--- config.mk ---
export PLATFORM = sky130hd
export DESIGN_NAME = sl_tx_sched
export DESIGN_NICKNAME = d
export VERILOG_FILES = /design/src/rtl/sl_pkg.sv /design/src/rtl/sl_rr_arbiter.sv /design/src/rtl/sl_tx_sched.sv
export SDC_FILE = /design/constraint.sdc
export NUM_CORES = 1
export LEC_CHECK = 0
export CAP_MARGIN = 20
export CORE_MARGIN = 3
export CORE_UTILIZATION = 40
export CTS_CLUSTER_DIAMETER = 80
export DETAILED_ROUTE_END_ITERATION = 10
export PLACE_DENSITY = 0.81
export SLEW_MARGIN = 20
export SYNTH_ARGS = -nofsm -noshare
export SYNTH_HDL_FRONTEND = slang
export SYNTH_SLANG_ARGS = --single-unit
--- constraint.sdc ---
create_clock -name clk -period 2.7 [get_ports clk]
set_input_delay 0.405 -clock clk [delete_from_list [all_inputs] [get_ports clk]]
set_output_delay 0.405 -clock clk [all_outputs]
set_load 0.01 [all_outputs]
--- src/rtl/sl_pkg.sv ---
// Shared state encoding, completion status codes and word-length limits
// for the serial-line transmit scheduler.
package sl_pkg;

    localparam int SL_WORD_W = 32;
    localparam int SL_LEN_W  = 6;

    localparam logic [SL_LEN_W-1:0] SL_MIN_LEN = 6'd8;
    localparam logic [SL_LEN_W-1:0] SL_MAX_LEN = 6'd32;

    typedef enum logic [2:0] {
        IDLE,
        GRANT,
        LAUNCH,
        WAIT,
        REPORT,
        GAP
    } sl_state_e;

    typedef enum logic [1:0] {
        ERR_OK      = 2'd0,
        ERR_LEN     = 2'd1,
        ERR_LINE    = 2'd2,
        ERR_TIMEOUT = 2'd3
    } sl_err_e;

endpackage

--- src/rtl/sl_rr_arbiter.sv ---
// Combinational round-robin pick: first valid requester after last_grant,
// wrapping modulo NREQ.
module sl_rr_arbiter #(
    parameter int NREQ = 4,
    parameter int IDW  = $clog2(NREQ)
) (
    input  logic [NREQ-1:0] req_valid,
    input  logic [IDW-1:0]  last_grant,
    output logic [IDW-1:0]  winner,
    output logic            any_valid
);

    int             idx;
    logic [IDW-1:0] idx_w;

    // Scan farthest-first so the nearest valid requester is the final assignment.
    always_comb begin
        winner    = '0;
        any_valid = 1'b0;
        idx       = 0;
        idx_w     = '0;
        for (int k = NREQ; k >= 1; k--) begin
            idx   = (int'(last_grant) + k) % NREQ;
            idx_w = idx[IDW-1:0];
            if (req_valid[idx_w]) begin
                winner    = idx_w;
                any_valid = 1'b1;
            end
        end
    end

endmodule

--- src/rtl/sl_tx_sched.sv ---
// Round-robin scheduler sharing one serial-line transmit engine among NREQ
// requesters, with launch supervision, timeout and an enforced idle gap.
//   state  | meaning
//   IDLE   | waiting for enable, a valid request and an idle engine
//   GRANT  | req_ready to the winner, capture and check its word
//   LAUNCH | tx_start pulse to the engine
//   WAIT   | engine in flight, watching done/err/timeout
//   REPORT | done_valid pulse with status
//   GAP    | enforced idle time on the line
module sl_tx_sched
    import sl_pkg::*;
#(
    parameter  int NREQ        = 4,
    parameter  int DATA_W      = 32,
    parameter  int GAP_CYC     = 64,
    parameter  int TIMEOUT_CYC = 4096,
    localparam int IDW         = $clog2(NREQ)
) (
    input  logic                     clk,
    input  logic                     rst_n,
    input  logic                     enable,
    input  logic [NREQ-1:0]          req_valid,
    input  logic [NREQ*DATA_W-1:0]   req_data,
    input  logic [NREQ*SL_LEN_W-1:0] req_len,
    output logic [NREQ-1:0]          req_ready,
    output logic                     tx_start,
    output logic [DATA_W-1:0]        tx_data,
    output logic [SL_LEN_W-1:0]      tx_len,
    input  logic                     tx_busy,
    input  logic                     tx_done,
    input  logic                     tx_err,
    output logic [IDW-1:0]           grant_id,
    output logic                     done_valid,
    output logic [IDW-1:0]           done_id,
    output logic [1:0]               done_err,
    output logic                     sched_busy
);

    localparam int GAP_W = $clog2(GAP_CYC + 1);
    localparam int TO_W  = $clog2(TIMEOUT_CYC);

    // The timeout fires on the edge where the WAIT counter steps to TIMEOUT_CYC-1,
    // placing the timeout report exactly TIMEOUT_CYC cycles after tx_start.
    localparam logic [TO_W-1:0]  TO_LAST   = TO_W'(TIMEOUT_CYC - 2);
    localparam logic [GAP_W-1:0] GAP_LAST  = GAP_W'(GAP_CYC - 1);
    localparam logic [IDW-1:0]   LAST_INIT = IDW'(NREQ - 1);

    sl_state_e state_q, state_d;

    logic [IDW-1:0]      last_grant_q, last_grant_d;
    logic [TO_W-1:0]     to_cnt_q, to_cnt_d;
    logic [GAP_W-1:0]    gap_cnt_q, gap_cnt_d;

    logic [NREQ-1:0]     req_ready_d;
    logic                tx_start_d;
    logic [DATA_W-1:0]   tx_data_d;
    logic [SL_LEN_W-1:0] tx_len_d;
    logic [IDW-1:0]      grant_id_d;
    logic                done_valid_d;
    logic [IDW-1:0]      done_id_d;
    logic [1:0]          done_err_d;

    logic [IDW-1:0]      winner;
    logic                any_valid;

    logic [DATA_W-1:0]   data_arr [NREQ];
    logic [SL_LEN_W-1:0] len_arr  [NREQ];
    logic [DATA_W-1:0]   sel_data;
    logic [SL_LEN_W-1:0] sel_len;
    logic                len_ok;

    for (genvar i = 0; i < NREQ; i++) begin : g_unpack
        assign data_arr[i] = req_data[i*DATA_W +: DATA_W];
        assign len_arr[i]  = req_len[i*SL_LEN_W +: SL_LEN_W];
    end

    assign sel_data = data_arr[grant_id];
    assign sel_len  = len_arr[grant_id];
    assign len_ok   = (sel_len >= SL_MIN_LEN) && (sel_len <= SL_MAX_LEN);

    sl_rr_arbiter #(
        .NREQ (NREQ),
        .IDW  (IDW)
    ) u_arb (
        .req_valid  (req_valid),
        .last_grant (last_grant_q),
        .winner     (winner),
        .any_valid  (any_valid)
    );

    always_comb begin
        state_d      = state_q;
        last_grant_d = last_grant_q;
        to_cnt_d     = to_cnt_q;
        gap_cnt_d    = gap_cnt_q;
        req_ready_d  = '0;
        tx_start_d   = 1'b0;
        tx_data_d    = tx_data;
        tx_len_d     = tx_len;
        grant_id_d   = grant_id;
        done_valid_d = 1'b0;
        done_id_d    = done_id;
        done_err_d   = done_err;

        case (state_q)
            IDLE: begin
                if (enable && any_valid && !tx_busy) begin
                    state_d             = GRANT;
                    grant_id_d          = winner;
                    req_ready_d[winner] = 1'b1;
                end
            end
            GRANT: begin
                last_grant_d = grant_id;
                if (len_ok) begin
                    state_d    = LAUNCH;
                    tx_start_d = 1'b1;
                    tx_data_d  = sel_data;
                    tx_len_d   = sel_len;
                    to_cnt_d   = '0;
                end else begin
                    state_d      = REPORT;
                    done_valid_d = 1'b1;
                    done_id_d    = grant_id;
                    done_err_d   = ERR_LEN;
                end
            end
            LAUNCH: begin
                state_d  = WAIT;
                to_cnt_d = '0;
            end
            WAIT: begin
                to_cnt_d = to_cnt_q + 1'b1;
                if (tx_err || tx_done || (to_cnt_q == TO_LAST)) begin
                    state_d      = REPORT;
                    done_valid_d = 1'b1;
                    done_id_d    = grant_id;
                    if (tx_err)       done_err_d = ERR_LINE;
                    else if (tx_done) done_err_d = ERR_OK;
                    else              done_err_d = ERR_TIMEOUT;
                end
            end
            REPORT: begin
                if (done_err == ERR_LEN) begin
                    state_d = IDLE;
                end else begin
                    state_d   = GAP;
                    gap_cnt_d = '0;
                end
            end
            GAP: begin
                if (gap_cnt_q == GAP_LAST) state_d = IDLE;
                else                       gap_cnt_d = gap_cnt_q + 1'b1;
            end
            default: state_d = IDLE;
        endcase
    end

    always_ff @(posedge clk) begin
        if (!rst_n) begin
            state_q      <= IDLE;
            last_grant_q <= LAST_INIT;
            to_cnt_q     <= '0;
            gap_cnt_q    <= '0;
            req_ready    <= '0;
            tx_start     <= 1'b0;
            tx_data      <= '0;
            tx_len       <= '0;
            grant_id     <= '0;
            done_valid   <= 1'b0;
            done_id      <= '0;
            done_err     <= '0;
            sched_busy   <= 1'b0;
        end else begin
            state_q      <= state_d;
            last_grant_q <= last_grant_d;
            to_cnt_q     <= to_cnt_d;
            gap_cnt_q    <= gap_cnt_d;
            req_ready    <= req_ready_d;
            tx_start     <= tx_start_d;
            tx_data      <= tx_data_d;
            tx_len       <= tx_len_d;
            grant_id     <= grant_id_d;
            done_valid   <= done_valid_d;
            done_id      <= done_id_d;
            done_err     <= done_err_d;
            sched_busy   <= (state_d != IDLE);
        end
    end

endmodule
Word-level counts from Yosys, hierarchy flattened
Index checks and enable logic that the tools add are counted. Widths: inputs -> output; s select.

Bitwise gates (word level): 1. Multiplexer cells: 47. $add $sub $neg: 6. $lt $le $gt $ge: 9. Eq/ne operators: 13. Reductions and logical operators: 19.

Operators by type and width (count): $bmux 32 s2 (1); $mux 32 (2); $pmux 12 s3 (1); $mux 2 (10); $pmux 3 s6 (1); $lt 2x3->1 const B (5); $mux 3 (5); $mux 7 (2); $pmux 7 s2 (1); $add 12x1->12 const B (1); $bmux 6 s2 (1); $eq 12x12->1 const B (1); $mux 1 (12); $mux 12 (1); $mux 6 (2); $ne 2x2->1 const B (5); $reduce_and 3->1 (3); $bmux 1 s2 (4); $pmux 2 s2 (2); $reduce_and 2->1 (4); $add 7x1->7 const B (1); $eq 7x6->1 const B (1); $eq 3x2->1 const B (2); $eq 3x3->1 const B (2); 17 further kinds (25).

Flip-flop bits (word level): 75. Input bits: 162.

Longest topological paths before layout
Gate-level depths: netlist of run 1.

Depth after elaboration: 12. Mapped depth: 9. Gate-level depth less buffers: 6.

Cells and area by module
Synthesis of run 1 repeated with hierarchy kept, for this count alone.

Cells, all modules: 434. Area, all modules: 4068.9 sq um.

Modules (own cells, without submodules): sl_tx_sched (cells an instance 420, area an instance 3977.6 sq um, instances 1); sl_rr_arbiter (cells an instance 14, area an instance 91.3 sq um, instances 1).

Worst setup path after synthesis of run 1
OpenSTA, ideal clock, no wires.

Path type: register -> register. Start: register grant_id[0]. End: register to_cnt_q[9]. Path buffers: 3. Data arrival time: 2.298 ns. Cell stages (with the launch flop): 9. Slack: 0.330 ns. Period minus slack after synthesis: 2.370 ns. Data required time: 2.628 ns. Cell sequence: dfxtp_1 > buf_6 > buf_6 > mux4_2 > nor4b_4 > o211ai_2 > buf_6 > a2111oi_4 > mux2i_1.

Word-level cells in the longest chain between the ends: 8.

RTL lines: from (decl) (RTL line sl_tx_sched.sv:32) `output logic [IDW-1:0] grant_id,`; from (signal assigned) (RTL line sl_tx_sched.sv:183) `grant_id <= grant_id_d;`; $not 2->3 (implied by the code) (*) (RTL line sl_tx_sched.sv:78) `assign sel_len = len_arr[grant_id];`; $bmux 6 s2 (*) (RTL line sl_tx_sched.sv:78); $mux 6 (implied by the code) (*) (2 in series) (RTL line sl_tx_sched.sv:78); $ge 6x4->1 / $le 6x6->1 (equally long branches) (RTL line sl_tx_sched.sv:79) `assign len_ok = (sel_len >= SL_MIN_LEN) && (sel_len <= SL_MAX_LEN);`; $logic_and 1x1->1 (*) (RTL line sl_tx_sched.sv:79); $ne 2x2->1 (no source line) (*); $reduce_and 2->1 (no source line) (*); to (signal assigned) (RTL line sl_tx_sched.sv:177) `to_cnt_q <= to_cnt_d;`; to (decl) (RTL line sl_tx_sched.sv:51) `logic [TO_W-1:0] to_cnt_q, to_cnt_d;`.

Mark *: on every way between the ends. The rest lies on a longest branch, timed or not. The select of a mux whose other input is x is not followed. A chain may end at the register's enable or synchronous reset.

Worst setup path after layout of run 1
Same ends and word-level chain as after synthesis.

==> flow_results.xml, run 1 <==
<?xml version="1.0" encoding="UTF-8"?>
<metrics>
  <group name="floorplan">
    <metric name="initial_core_util" unit="%">41.8</metric>
    <metric name="die_wd" unit="um">108</metric>
    <metric name="io_pins" unit="">213</metric>
    <metric name="dieArea" unit="mm^2">0.0117</metric>
    <metric name="placementRows" unit="">36</metric>
    <metric name="placeableCoreArea" unit="mm^2">0.00995</metric>
    <metric name="die_height" unit="um">108</metric>
  </group>
  <group name="worst_setup_path">
    <metric name="critPathBufInv" unit="">1</metric>
    <metric name="crit_path_max_fanout" unit="">11</metric>
    <metric name="path_delay_family" unit="">multiplexers</metric>
    <metric name="cp-end-kind" unit="">register</metric>
    <metric name="r2r_end" unit="">to_cnt_q[9]</metric>
    <metric name="critPathLaunch" unit="">grant_id[0]</metric>
    <metric name="worst_ep_arrival_time" unit="ps">2780</metric>
    <metric name="cp_slowest_stage_delay" unit="ps">590</metric>
    <metric name="crit_type" unit="">register to register</metric>
    <metric name="r2r-start" unit="">grant_id[0]</metric>
    <metric name="r2r_slack" unit="ps">180</metric>
    <metric name="worst_path_max_delay_cell" unit="">sky130_fd_sc_hd__mux4_2</metric>
    <metric name="critPathCapture" unit="">to_cnt_q[9]</metric>
    <metric name="critical_path.startpoint_type" unit="">register</metric>
    <metric name="worstSetupPathDepth" unit="">6</metric>
    <metric name="path_cells" unit="">buf_6 &gt; mux4_2 &gt; nor4b_4 &gt; o211ai_4 &gt; a2111oi_4 &gt; mux2i_1</metric>
    <metric name="cp_data_required_time" unit="ps">2960</metric>
    <metric name="worstRegToRegCells" unit="">6</metric>
  </group>
  <group name="global_routing">
    <metric name="maximum_number_of_pins_on_one_net_before_global_route_repair" unit="">100</metric>
    <metric name="globalRouteOverflowTotal" unit="">0</metric>
    <metric name="antenna_found_initial" unit="">0</metric>
    <metric name="gr-max-usage-layer" unit="">met2</metric>
    <metric name="track_usage" unit="%">21.6</metric>
    <metric name="gr-usage-met1" unit="%">23.7</metric>
    <metric name="groute.layer.met3.usage" unit="%">4.54</metric>
    <metric name="grt_use_met2" unit="%">40.2</metric>
    <metric name="vias_in_the_first_global_route" unit="">4313</metric>
    <metric name="grt_pass1_wl" unit="mm">20.1</metric>
  </group>
  <group name="final_layout">
    <metric name="layout.nets" unit="">807</metric>
    <metric name="syn_to_layout_area_delta" unit="%">60.5</metric>
    <metric name="layout.cells.non_filler" unit="">780</metric>
    <metric name="antenna-diode-count" unit="">0</metric>
    <metric name="drive_gt1_share" unit="%">12.5</metric>
    <metric name="postLayoutCoreUtil" unit="%">67.0</metric>
  </group>
  <group name="min_path">
    <metric name="min_delay_worst_type" unit="">register to register</metric>
  </group>
  <group name="sta">
    <metric name="setup_viol" unit="">0</metric>
    <metric name="timing.clock.skew" unit="ps">9.11</metric>
    <metric name="fmaxAchievable" unit="GHz">0.397</metric>
    <metric name="worst_hold_slack" unit="ps">468</metric>
    <metric name="tightest_slew" unit="ps">519</metric>
    <metric name="finalCritPeriodShare" unit="%">93.3</metric>
    <metric name="rsz_0062_raised_after_global_routing" unit="">false</metric>
    <metric name="fin_crit" unit="ps">2520</metric>
    <metric name="worst_relative_slew_slack" unit="%">65.3</metric>
    <metric name="final_hold_viol_count" unit="">0</metric>
    <metric name="layout_setup_ws" unit="ps">180</metric>
    <metric name="max_slew_vio_count" unit="">0</metric>
  </group>
  <group name="place">
    <metric name="portBuffers" unit="">212</metric>
    <metric name="dpl_worst_slack" unit="ps">-36.8</metric>
    <metric name="cell_count_post_placement" unit="">764</metric>
    <metric name="dp_hpwl" unit="mm">10.0</metric>
    <metric name="gpl_congestion" unit="">0.803</metric>
  </group>
  <group name="cts">
    <metric name="max-clock-path-buffers" unit="">2</metric>
    <metric name="clkTransAtPathRegs" unit="ps">80</metric>
    <metric name="cts_tree" unit="">built</metric>
    <metric name="number_of_h_tree_levels" unit="">3</metric>
    <metric name="clock-sinks" unit="">75</metric>
    <metric name="holdBufCountCts" unit="">0</metric>
    <metric name="cts_inserted_buffers" unit="">9</metric>
    <metric name="clockRootBuffer" unit="">sky130_fd_sc_hd__clkbuf_8</metric>
    <metric name="postCtsSetupBuffers" unit="">0</metric>
    <metric name="ctsResizeCount" unit="">0</metric>
    <metric name="insertion_delay" unit="ps">340</metric>
  </group>
  <group name="yosys">
    <metric name="synthesis.area" unit="mm^2">0.00416</metric>
    <metric name="ys_ff_latch" unit="">75</metric>
    <metric name="number_of_warnings_reported_in_the_yosys_synthesis_log" unit="">0</metric>
    <metric name="yosysUniqueCellTypes" unit="">49</metric>
    <metric name="ys_seq_area_share" unit="%">36.1</metric>
    <metric name="synth_edf_count" unit="">0</metric>
    <metric name="synthAdderAreaFrac" unit="%">0.903</metric>
    <metric name="synthFlopType" unit="">sky130_fd_sc_hd__dfxtp_1</metric>
    <metric name="synth_simple_gate_area_share" unit="%">21.1</metric>
    <metric name="syn-num-nets" unit="">604</metric>
    <metric name="asyncSetResetFlopFracSynth" unit="%">0</metric>
    <metric name="synth_xor_xnor_area_share" unit="%">0.843</metric>
    <metric name="synthesis.instances" unit="">439</metric>
    <metric name="postSynthAreaPerCell" unit="um^2">9.47</metric>
    <metric name="share_of_cell_area_taken_by_muxes_after_synthesis" unit="%">23.5</metric>
    <metric name="synth_top_family_by_area" unit="">multiplexers</metric>
    <metric name="synth_compound_gate_area_share" unit="%">12.5</metric>
  </group>
  <group name="routing">
    <metric name="vias_per_cell" unit="">5.32</metric>
    <metric name="detail_route.drc_violations" unit="">0</metric>
    <metric name="detail_route.wirelength" unit="mm">12.4</metric>
    <metric name="first_iter_violations" unit="">209</metric>
    <metric name="routedWlPerCell" unit="um">15.9</metric>
    <metric name="drtAntennaViolNets" unit="">0</metric>
    <metric name="drt-pass1-iter-count" unit="">4</metric>
    <metric name="dr_total_vias" unit="">4147</metric>
  </group>
  <group name="run">
    <metric name="max_cap_violations" unit="">0</metric>
  </group>
  <group name="status">
    <metric name="status" unit="">completed</metric>
  </group>
  <group name="power">
    <metric name="power.ir.vdd_worst" unit="uV">212</metric>
    <metric name="leakagePower" unit="nW">2.33</metric>
    <metric name="post-layout-total-power" unit="mW">3.02</metric>
    <metric name="power.density_cell_area" unit="mW/mm^2">452</metric>
  </group>
</metrics>
cells in the mapped netlist, types with 3 or more instances:
cell	n	share of area, %
sky130_fd_sc_hd__buf_1	3	0.27
sky130_fd_sc_hd__nand2_1	58	5.2
sky130_fd_sc_hd__buf_6	4	1.1
sky130_fd_sc_hd__and2_1	3	0.45
sky130_fd_sc_hd__inv_1	10	0.90
sky130_fd_sc_hd__ha_1	3	0.90
sky130_fd_sc_hd__nor3_1	4	0.48
sky130_fd_sc_hd__buf_2	4	0.48
sky130_fd_sc_hd__clkbuf_1	25	2.3
sky130_fd_sc_hd__dfxtp_1	75	36
sky130_fd_sc_hd__nand2b_1	5	0.75
sky130_fd_sc_hd__and3_1	3	0.45
sky130_fd_sc_hd__a21oi_1	19	2.3
sky130_fd_sc_hd__mux4_2	38	21
sky130_fd_sc_hd__a31oi_1	3	0.45
sky130_fd_sc_hd__nand3b_1	6	1.1
sky130_fd_sc_hd__nand3_1	50	6.0
sky130_fd_sc_hd__nor2b_1	4	0.60
sky130_fd_sc_hd__nor2_1	19	1.7
sky130_fd_sc_hd__or3_1	5	0.75
sky130_fd_sc_hd__nand4_1	4	0.60
sky130_fd_sc_hd__o21ai_0	49	5.9
sky130_fd_sc_hd__xor2_1	4	0.84
sky130_fd_sc_hd__mux2i_1	11	2.6
flip-flops by register name, summed over array words and instances (netlist names):
signal and count:
done_err 2, sched_busy 1, last_grant_q 2, state_q 3, gap_cnt_q 7, req_ready 4, done_id 2, tx_len 6
done_valid 1, tx_start 1, to_cnt_q 12, grant_id 2, tx_data 32
cell type report:
class | instances | area (um^2)
multi-input cells | 317 | 2450
well taps | 133 | 166
flip-flops and latches | 75 | 1500
fillers | 793 | 3280
inverters | 11 | 41.3
repair buffers | 228 | 2270
clock buffers | 11 | 141
clock inverters | 5 | 100
per-stage QoR:
| step | area, um^2 | TNS [ps] |
|---|---|---|
| after global routing | 6670 | 0 |
| final | 6670 | 0 |
| after detailed placement | 6430 | -165 |
| after global placement | 6430 | 0 |
| after CTS | 6670 | 0 |
| after floorplan | 4160 | 0 |
worst min-delay path, cell delays in order (launching register included):
cell                      delay [ps]
sky130_fd_sc_hd__dfxtp_1         310
sky130_fd_sc_hd__nand3_1          50
sky130_fd_sc_hd__o21ai_0          60
worst min path at each step:
stage | from | endpoint | slack, ps | cells after the start
after floorplan | gap_cnt_q[6] | gap_cnt_q[6] | 420 | 2
after global placement | gap_cnt_q[6] | gap_cnt_q[6] | 430 | 2
after detailed placement | gap_cnt_q[6] | gap_cnt_q[6] | 450 | 2
after CTS | gap_cnt_q[6] | gap_cnt_q[6] | 460 | 2
after global routing | gap_cnt_q[6] | gap_cnt_q[6] | 490 | 2
final | tx_data[22] | tx_data[22] | 470 | 2
cells in the final DEF, fill, tap and decap left out, types with 10 or more instances in the layout:
master                            count
sky130_fd_sc_hd__nand2_1             58
sky130_fd_sc_hd__dfxtp_1             73
sky130_fd_sc_hd__o21ai_0             49
sky130_fd_sc_hd__a21oi_1             19
sky130_fd_sc_hd__buf_4               13
sky130_fd_sc_hd__nor2_1              19
sky130_fd_sc_hd__mux2i_1             11
sky130_fd_sc_hd__clkbuf_8            10
sky130_fd_sc_hd__clkdlybuf4s50_1    211
sky130_fd_sc_hd__nand3_1             50
sky130_fd_sc_hd__mux4_2              38
sky130_fd_sc_hd__inv_1               10
routing by layer:
metal,vias up,wire (um)
met5,-,0
met4,0,350
met3,28,686
met2,151,6770
met1,1949,4610
li1,2019,-
cell families (layout without fill, tap and decap cells):
group                      Yosys count  count (layout)
and+or+nand+nor                    174             174
AOI/OAI and AO/OA                   86              86
DFF                                 75              75
muxes                               50              50
buffers and inverters               47             255
xor gates and xnor gates             4               4
adders and majority gates            3               3
where the power goes:
part,switching (mW),internal [mW],total [mW]
registers,0.0378,1.16,1.20
logic,0.312,0.475,0.788
clock network,0.394,0.637,1.03
Note: power is estimated with default switching activity, not from simulation.
==> run 2: changes to the inputs <==
Settings changed: SKIP_CTS_REPAIR_TIMING set to 1.
==> results of run 2 <==
Same layout as run 1: the final DEF is identical, and so are final timing and power.
